$ cat src/rtl/divvy_top_if.sv
// divvy_top_if: START/DONE handshake between the host and the divvy_top engine.
interface divvy_top_if;
    logic START;
    logic DONE;

    modport master (output START, input DONE);
    modport slave  (input START, output DONE);
endinterface

$ cat src/rtl/divvy_top.sv
// divvy_top: arithmetic engine over a 256x8 data memory (instance MyDataMem).
// Each run executes the next program in rotation: P1 reciprocal, P2 16b/8b
// fixed-point divide, P3 integer square root. Results are written back and DONE raised.
// Optional build macro: CYCLE_COUNT_EN (start-to-done clock count written to M[30..31]).

module divvy_mem (
    input  logic       clk,
    input  logic       we,
    input  logic [7:0] waddr,
    input  logic [7:0] wdata,
    input  logic [7:0] raddr,
    output logic [7:0] rdata
);
    logic [7:0] MyMemory [0:255];

    // Byte write port; contents are not reset and are host-accessible hierarchically
    always_ff @(posedge clk) begin
        if (we) MyMemory[waddr] <= wdata;
    end

    assign rdata = MyMemory[raddr];
endmodule

module divvy_top (
    input logic        CLK,
    input logic        RESET_N,
    divvy_top_if.slave bus
);
    typedef enum logic [2:0] {IDLE, ARMED, RUN, WRITE, DONE_ST} state_t;
    typedef enum logic [1:0] {P1_RECIP, P2_DIV, P3_SQRT} prog_t;

`ifdef CYCLE_COUNT_EN
    localparam logic [2:0] CNT_BYTES = 3'd2;
    logic [15:0] cyc;
`else
    localparam logic [2:0] CNT_BYTES = 3'd0;
`endif

    state_t      state, state_nx;
    prog_t       prog;
    logic [6:0]  step;      // RUN sub-step: 0..2 load, 3 init, 4 iterate/finalize
    logic [6:0]  iter;
    logic [23:0] ld;        // operand bytes shifted in MS byte first
    logic [63:0] dvd;       // dividend, consumed MSB first
    logic [63:0] quo;
    logic [15:0] dsr;
    logic [16:0] rem;
    logic [16:0] sq_op, sq_res, sq_one;
    logic        zero_div;
    logic [23:0] res;       // result left-aligned, written MS byte first
    logic [2:0]  widx;

    logic [16:0] rem_sh;
    logic        div_ge;
    logic [16:0] sq_try;
    logic        sq_ge;
    logic [15:0] r16;
    logic [23:0] r24;
    logic [8:0]  r9;
    logic [23:0] res_nx;
    logic [6:0]  iter_last;
    logic        run_done;

    logic [7:0]  rd_base, wr_base, mem_raddr, mem_rdata, mem_waddr, mem_wdata;
    logic [2:0]  nres, nwr;
    logic        wr_last, mem_we;

    divvy_mem MyDataMem (
        .clk   (CLK),
        .we    (mem_we),
        .waddr (mem_waddr),
        .wdata (mem_wdata),
        .raddr (mem_raddr),
        .rdata (mem_rdata)
    );

    // Datapath step logic and final result rounding/saturation
    always_comb begin
        rem_sh    = {rem[15:0], dvd[63]};
        div_ge    = (rem_sh >= {1'b0, dsr});
        sq_try    = sq_res + sq_one;
        sq_ge     = (sq_op >= sq_try);
        r16       = quo[63:48] + {15'h0, quo[47]};
        r24       = quo[63:40] + {23'h0, quo[39]};
        r9        = {1'b0, sq_res[7:0]} + {8'h0, (sq_op > sq_res)};
        iter_last = (prog == P3_SQRT) ? 7'd8 : 7'd64;
        run_done  = (state == RUN) && (step == 7'd4) && (iter == iter_last);
        case (prog)
            P1_RECIP: res_nx = zero_div ? 24'hFFFF00 : {r16, 8'h00};
            P2_DIV:   res_nx = zero_div ? 24'hFFFFFF : r24;
            default:  res_nx = {(r9[8] ? 8'hFF : r9[7:0]), 16'h0000};
        endcase
    end

    // Memory port addressing: operand fetch during RUN, result bytes during WRITE
    always_comb begin
        case (prog)
            P1_RECIP: begin rd_base = 8'd8;  wr_base = 8'd10; nres = 3'd2; end
            P2_DIV:   begin rd_base = 8'd0;  wr_base = 8'd4;  nres = 3'd3; end
            default:  begin rd_base = 8'd16; wr_base = 8'd18; nres = 3'd1; end
        endcase
        nwr       = nres + CNT_BYTES;
        wr_last   = (widx == nwr - 3'd1);
        mem_raddr = rd_base + {6'h0, step[1:0]};
        mem_we    = (state == WRITE);
        mem_waddr = wr_base;
        mem_wdata = '0;
        if (widx < nres) begin
            mem_waddr = wr_base + {5'h0, widx};
            case (widx)
                3'd0:    mem_wdata = res[23:16];
                3'd1:    mem_wdata = res[15:8];
                default: mem_wdata = res[7:0];
            endcase
        end
`ifdef CYCLE_COUNT_EN
        else if (widx == nres) begin
            mem_waddr = 8'd30;
            mem_wdata = cyc[15:8];
        end else begin
            mem_waddr = 8'd31;
            mem_wdata = cyc[7:0];
        end
`endif
    end

    // FSM state register
    always_ff @(posedge CLK or negedge RESET_N) begin
        if (!RESET_N) state <= IDLE;
        else          state <= state_nx;
    end

    // FSM next-state: arm on START high, run on START fall, hold DONE until next START
    always_comb begin
        state_nx = state;
        case (state)
            IDLE:    if (bus.START)  state_nx = ARMED;
            ARMED:   if (!bus.START) state_nx = RUN;
            RUN:     if (run_done)   state_nx = WRITE;
            WRITE:   if (wr_last)    state_nx = DONE_ST;
            DONE_ST: if (bus.START)  state_nx = ARMED;
            default:                 state_nx = IDLE;
        endcase
    end

    assign bus.DONE = (state == DONE_ST);

    // Operand load, shift-subtract divide / bitwise sqrt iteration, write sequencing, rotation
    always_ff @(posedge CLK or negedge RESET_N) begin
        if (!RESET_N) begin
            prog     <= P1_RECIP;
            step     <= '0;
            iter     <= '0;
            ld       <= '0;
            dvd      <= '0;
            quo      <= '0;
            dsr      <= '0;
            rem      <= '0;
            sq_op    <= '0;
            sq_res   <= '0;
            sq_one   <= '0;
            zero_div <= 1'b0;
            res      <= '0;
            widx     <= '0;
        end else begin
            case (state)
                ARMED: begin
                    step <= '0;
                    iter <= '0;
                    widx <= '0;
                end
                RUN: begin
                    if (step < 7'd3) begin
                        ld   <= {ld[15:0], mem_rdata};
                        step <= step + 7'd1;
                    end else if (step == 7'd3) begin
                        // P1 divides 2^63 by a 16b operand, P2 divides a<<48 by an 8b one
                        dsr      <= (prog == P1_RECIP) ? ld[23:8] : {8'h00, ld[7:0]};
                        dvd      <= (prog == P1_RECIP) ? 64'h8000_0000_0000_0000 : {ld[23:8], 48'h0};
                        zero_div <= (prog == P1_RECIP) ? (ld[23:8] == 16'h0) : (ld[7:0] == 8'h0);
                        rem      <= '0;
                        quo      <= '0;
                        sq_op    <= {1'b0, ld[23:8]};
                        sq_res   <= '0;
                        sq_one   <= 17'h04000;
                        iter     <= '0;
                        step     <= 7'd4;
                    end else if (iter != iter_last) begin
                        rem    <= div_ge ? (rem_sh - {1'b0, dsr}) : rem_sh;
                        quo    <= {quo[62:0], div_ge};
                        dvd    <= {dvd[62:0], 1'b0};
                        sq_op  <= sq_ge ? (sq_op - sq_try) : sq_op;
                        sq_res <= sq_ge ? ((sq_res >> 1) + sq_one) : (sq_res >> 1);
                        sq_one <= sq_one >> 2;
                        iter   <= iter + 7'd1;
                    end else begin
                        res <= res_nx;
                    end
                end
                WRITE: begin
                    widx <= widx + 3'd1;
                    if (wr_last) begin
                        case (prog)
                            P1_RECIP: prog <= P2_DIV;
                            P2_DIV:   prog <= P3_SQRT;
                            default:  prog <= P1_RECIP;
                        endcase
                    end
                end
                default: ;
            endcase
        end
    end

`ifdef CYCLE_COUNT_EN
    // Clocks spent from START fall through result write-back
    always_ff @(posedge CLK or negedge RESET_N) begin
        if (!RESET_N)                            cyc <= '0;
        else if (state == ARMED)                 cyc <= '0;
        else if (state == RUN || state == WRITE) cyc <= cyc + 16'd1;
    end
`endif
endmodule

$ cat src/flat_wrapper.sv
// flat-port wrapper written by rule: the top's interface ports become plain ports
module divvy_top_flat 
  (CLK, RESET_N, bus_START, bus_DONE);
  divvy_top_if bus_i ();
  input logic CLK;
  input logic RESET_N;
  input wire logic [$bits(bus_i.START)-1:0] bus_START;
  output wire logic [$bits(bus_i.DONE)-1:0] bus_DONE;
  assign bus_i.START = bus_START;
  assign bus_DONE = bus_i.DONE;
  divvy_top u_core (.CLK(CLK), .RESET_N(RESET_N), .bus(bus_i));
endmodule
$ cat config.mk
export PLATFORM = sky130hd
export DESIGN_NAME = divvy_top_flat
export DESIGN_NICKNAME = d
export VERILOG_FILES = /design/src/rtl/divvy_top_if.sv /design/src/rtl/divvy_top.sv /design/src/flat_wrapper.sv
export SDC_FILE = /design/constraint.sdc
export NUM_CORES = 1
export LEC_CHECK = 0
export BUFFER_PORTS_ARGS = -buffer_cell sky130_fd_sc_hd__buf_2
export CORE_UTILIZATION = 54
export DETAILED_ROUTE_END_ITERATION = 10
export GPL_ROUTABILITY_DRIVEN = 0
export PLACE_DENSITY = 0.85
export SYNTH_ARGS = -nofsm -noshare
export SYNTH_HDL_FRONTEND = slang
export SYNTH_SLANG_ARGS = --single-unit
$ cat constraint.sdc
create_clock -name CLK -period 1.6 [get_ports CLK]
set_input_delay 0.08 -clock CLK [delete_from_list [all_inputs] [get_ports CLK]]
set_output_delay 0.08 -clock CLK [all_outputs]
set_load 0.03 [all_outputs]
## Yosys cells after proc, flatten, opt, wreduce, memory -nomap -nowiden

Index checks and enable logic that the tools add are counted.

| word-level totals | value |
|---|---|
| bits in registers | 22 |
| input port bits | 3 |
| output and inout port bits | 1 |
| word-level logic and storage cells | 55 |

| cells by class | value |
|---|---|
| $add $sub $neg | 4 |
| order comparisons | 1 |
| equality and inequality tests | 18 |
| muxes and demuxes | 16 |
| reductions and logical operators | 11 |

Operator list:

| operator | number |
|---|---|
| 7-bit two-way mux | 6 |
| 7-bit one-hot mux with 2 select lines | 2 |
| 7-bit by 1-bit adder with 7-bit output, second input constant | 2 |
| 3-bit two-way mux | 4 |
| 3-bit one-hot mux with 4 select lines | 1 |
| 2-bit one-hot mux with 2 select lines | 2 |
| 7-bit by 2-bit equality test with 1-bit output, second input constant | 1 |
| 7-bit by 3-bit equality test with 1-bit output, second input constant | 1 |
| 7-bit equality test | 1 |
| 7-bit by 2-bit < comparator with 1-bit output, second input constant | 1 |
| 7-bit != test | 1 |
| 3-bit by 2-bit equality test with 1-bit output, second input constant | 2 |
| 2-bit by 1-bit != test with 1-bit output, second input constant | 3 |
| 3-bit != test, second input constant | 2 |
| 3-bit one-hot mux with 2 select lines | 1 |
| 2-bit != test, second input constant | 2 |
| 2-bit AND reduction | 2 |
| 4-bit AND reduction | 1 |
| 2-bit nonzero test | 2 |
| 3-bit by 1-bit adder with 3-bit output, second input constant | 1 |
| 3-bit by 1-bit equality test with 1-bit output, second input constant | 1 |
| 3-bit equality test | 1 |
| 3-bit equality test, second input constant | 1 |
| 3-bit logical NOT | 1 |
| 7 further kinds | 8 |

## Longest topological paths before layout

| depth | value |
|---|---|
| word-level depth | 7 |
| mapped depth | 5 |
| mapped depth without buffers | 5 |

## Worst setup path after synthesis

Ideal clock, no wire load.

| timing | value |
|---|---|
| kind | register to register |
| start | register u_core.step[0] |
| end | register u_core.iter[6] |
| library setup time | 76 ps |
| data arrival time | 1547 ps |
| required time | 1524 ps |
| path slack | -24 ps |
| cell stages (with the launch flop) | 5 |
| buffers on the path | 0 |
| clock period less this slack | 1624 ps |
| cell sequence | dfrtp_1 > ha_1 > a311o_1 > or4_1 > o21ai_1 |

| on the way | value |
|---|---|
| word-level cells in the longest chain between the ends | 4 |
| elaborated cells on any way between the ends | 8 |
| those cells by class | order compare (1); eq/ne (3); mux (3); reduce/logical (1) |

Ends and longest elaborated chain:

| item | line | RTL |
|---|---|---|
| start: declaration | divvy_top.sv:41 | `logic [6:0] step;` |
| start signal: assignment | divvy_top.sv:175 | `step <= step + 7'd1;` |
| branches (longest 4 deep; another with 7-bit by 2-bit < comparator with 1-bit output) | n/a |  |
| end signal: assignment | divvy_top.sv:195 | `iter <= iter + 7'd1;` |
| end: declaration | divvy_top.sv:42 | `logic [6:0] iter;` |

Parallel ways; which one is timed is not known. The select of a mux whose other input is x is not followed.
A chain may end at the register's enable or synchronous reset.

## Final worst setup path

| timing | value |
|---|---|
| start | register u_core.step[4] |
| end | register u_core.iter[5] |

The elaborated chain is that of the path after synthesis.

==> flow_metrics.env <==
export IMPL_viasPerCell=6.07
export IMPL_critPathCapture="u_core.iter[5]$_DFFE_PN0P_"
export IMPL_p_clk_share_pct=12.1
export IMPL_antenna_left=0
export IMPL_cts_buffers=3
export IMPL_final_cells=195
export IMPL_rr_endpoint="u_core.iter[5]$_DFFE_PN0P_"
export IMPL_grt_setup_unrepaired="yes"
export IMPL_start_kind="flop"
export IMPL_grt_overflow=0
export IMPL_worst_slack_ns=-0.120
export IMPL_seqPwrFrac_pct=34.8
export IMPL_initial_utilization_pct=56.9
export IMPL_slew_headroom_pct=65.6
export IMPL_die_height_um=50.3
export IMPL_synth_edf_count=0
export IMPL_hold_path_class="in2reg"
export IMPL_design_core_area_sq_um=2210
export IMPL_fillers=141
export IMPL_synth_fp_nets=138
export IMPL_synth_adder_area_share_pct=4.97
export IMPL_synth_ff_type="dfrtp_1"
export IMPL_wl_per_cell_um=17.7
export IMPL_die_w_um=50.3
export IMPL_power_leakage_nw=0.785
export IMPL_num_vias=1183
export IMPL_cts_clk_slew_worst_paths_ns=0.13
export IMPL_drv_cap=0
export IMPL_clk_path_buf_depth=2
export IMPL_wirelength_um=3450
export IMPL_cts_tree="yes"
export IMPL_final_common_cell="buf_4"
export IMPL_synth_area_per_cell_sq_um=9.68
export IMPL_cp_end_kind="flop"
export IMPL_r2r_cells=5
export IMPL_dpl_cell_count=178
export IMPL_fmax_mhz=581
export IMPL_dpl_hpwl_um=2000
export IMPL_grt_use_total_pct=27.3
export IMPL_rr_startpoint="u_core.step[4]$_DFFE_PN0P_"
export IMPL_antenna_cells=0
export IMPL_cp_startpoint="u_core.step[4]$_DFFE_PN0P_"
export IMPL_finalCritPeriodShare_pct=108
export IMPL_drive_gt1_share_pct=40.1
export IMPL_fin_crit_ns=1.72
export IMPL_critPathKind="reg2reg"
export IMPL_synthCells=130
export IMPL_grt_max_degree=23
export IMPL_rows=17
export IMPL_swShare_pct=39.8
export IMPL_synth_mux_area_share_pct=2.58
export IMPL_synth_seq_area_share_pct=43.7
export IMPL_numPortBuffers=3
export IMPL_ios=4
export IMPL_h_tree_depth=1
export IMPL_grt_pass1_wl_um=5140
export IMPL_p_int_mw=1.56
export IMPL_status="complete, but fails checks"
export IMPL_cp_max_fo=5
export IMPL_slew_violations=0
export IMPL_root_buffer="clkbuf_4"
export IMPL_first_pass_iters=4
export IMPL_fin_worst_skew_ns=0.0113
export IMPL_cp_required_ns=1.80
export IMPL_syn_area_sq_um=1260
export IMPL_cp_data_arrival_time_ns=1.92
export IMPL_yosysUniqueCellTypes=39
export IMPL_ys_warnings_count=0
export IMPL_synth_top_family_by_area="simple AND/OR/NAND/NOR gates"
export IMPL_antenna_found_initial=0
export IMPL_postSynth_asyncResetShare_pct=100
export IMPL_pre_cts_ws_ns=-0.0918
export IMPL_setup_viol=9
export IMPL_synth_xor_area_share_pct=0
export IMPL_clock_latency_ns=0.32
export IMPL_synth_simple_area_share_pct=25.4
export IMPL_worstMarginPinSlew_ns=0.516
export IMPL_layout_common_cells="buf_4, dfrtp_1, o21ai_0, nand2_1"
export IMPL_area_delta_synth_final_pct=34.8
export IMPL_nets=176
export IMPL_synth_compound_area_share_pct=20.0
export IMPL_drc=0
export IMPL_rrSetupSlack_ns=-0.12
export IMPL_hold_viol_final=0
export IMPL_dieArea_sq_um=2530
export IMPL_ys_ff_latch=22
export IMPL_p_per_area_nw_per_um2=1530
export IMPL_p_sw_mw=1.03
export IMPL_ir_worst_vdd_uv=1170
export IMPL_grt_pass1_vias=1129
export IMPL_drt_iter0_drc=27
export IMPL_violations="setup timing"
export IMPL_power_frac_comb_pct=53.0
export IMPL_finalSetupTns_ns=-0.608
export IMPL_cts_sinks=22
power by group through the flow:
stage	Combinational, mW	Sequential, mW	Clock, mW
3_5_place_dp	0.968	0.892	0
6_report	1.38	0.903	0.315
5_1_grt	1.48	0.917	0.339
3_3_place_gp	0.918	0.872	0
4_1_cts	1.09	0.882	0.317
2_1_floorplan	0.620	0.842	0
worst max-delay path, stage by stage, from the launching register on:
cell	delay (ns)
dfrtp_1	0.43
nor4_4	0.06
buf_4	0.16
a221o_2	0.46
buf_4	0.17
a221o_1	0.33
stage by stage:
step                area (sq um)  hold WS, ns  util [%]  total power, mW
global route                1700       0.0712      76.7             2.73
global placement            1440       0.0635      65.3             1.79
finish                      1700       0.0626      76.7             2.59
detailed placement          1440       0.0744      65.3             1.86
CTS                         1580       0.0605      71.3             2.29
floorplan                   1260       -0.216         -             1.46
repair_timing:
item	4_1_cts	5_1_grt
hold endpoints to repair	22	0
resized for setup	9	18
setup endpoints to repair	8	17
buffers inserted	6	7
pin swaps	5	8
hold buffers	1	0
layer usage:
layer / vias to the layer above / track usage, % / wire (um)
li1: 554 / - / -
met4: 0 / 15.2 / 91
met5: - / 0 / 0
met2: 38 / 46.2 / 1750
met3: 11 / 4.85 / 146
met1: 580 / 32.4 / 1470
flip-flops by register name, indices dropped and copies added (netlist names):
register / cells
u_core.widx: 3
u_core.prog: 2
u_core.step: 7
u_core.iter: 7
u_core.state: 3
logic make-up (layout without fill, tap and decap cells):
logic type | after synthesis | in the layout
buf+inv | 10 | 47
simple gates | 54 | 54
fa+ha+maj | 5 | 5
flops | 22 | 22
compound gates | 36 | 36
mux | 3 | 3
area by class of cell:
class | instances | area (sq um) | area share [%]
Clock buffer | 4 | 36.3 | 2.14
Inverter | 7 | 26.3 | 1.55
Multi-Input combinational cell | 98 | 778 | 45.9
Sequential cell | 22 | 556 | 32.7
Tap cell | 28 | 35.0 | 2.06
Timing Repair Buffer | 36 | 265 | 15.6
how the worst min path moves through the flow:
stage | startpoint | endpoint | slack [ns] | depth (start not counted)
final | bus_START | u_core.state[0]$_DFFE_PN0P_ | 0.06 | 3
after floorplan | RESET_N | u_core.iter[0]$_DFFE_PN0P_ | -0.22 | 0
after global placement | RESET_N | u_core.widx[2]$_DFFE_PN0P_ | 0.06 | 1
after global routing | bus_START | u_core.state[0]$_DFFE_PN0P_ | 0.07 | 3
after CTS | bus_START | u_core.state[0]$_DFFE_PN0P_ | 0.06 | 3
after detailed placement | RESET_N | u_core.widx[2]$_DFFE_PN0P_ | 0.07 | 1
cells in the mapped netlist, types with 2 or more instances:
cell       instances  area, sq um
o21ai_0           10         50.1
nand2b_1           7         43.8
nor2_1            10         37.5
inv_1              7         26.3
nand2_1            9         33.8
and3_1             3         18.8
mux2_2             2         22.5
o2bb2ai_1          2         17.5
ha_1               5         62.6
dfrtp_1           22          551
a31oi_1            3         18.8
nor2b_1            9         56.3
a21oi_1            4         20.0
a22o_1             4         35.0
clkbuf_1           2         7.51
nor4b_1            2         17.5
a221o_1            2         20.0
nand3_1            6         30.0
Power figures use the tool's default switching activity.
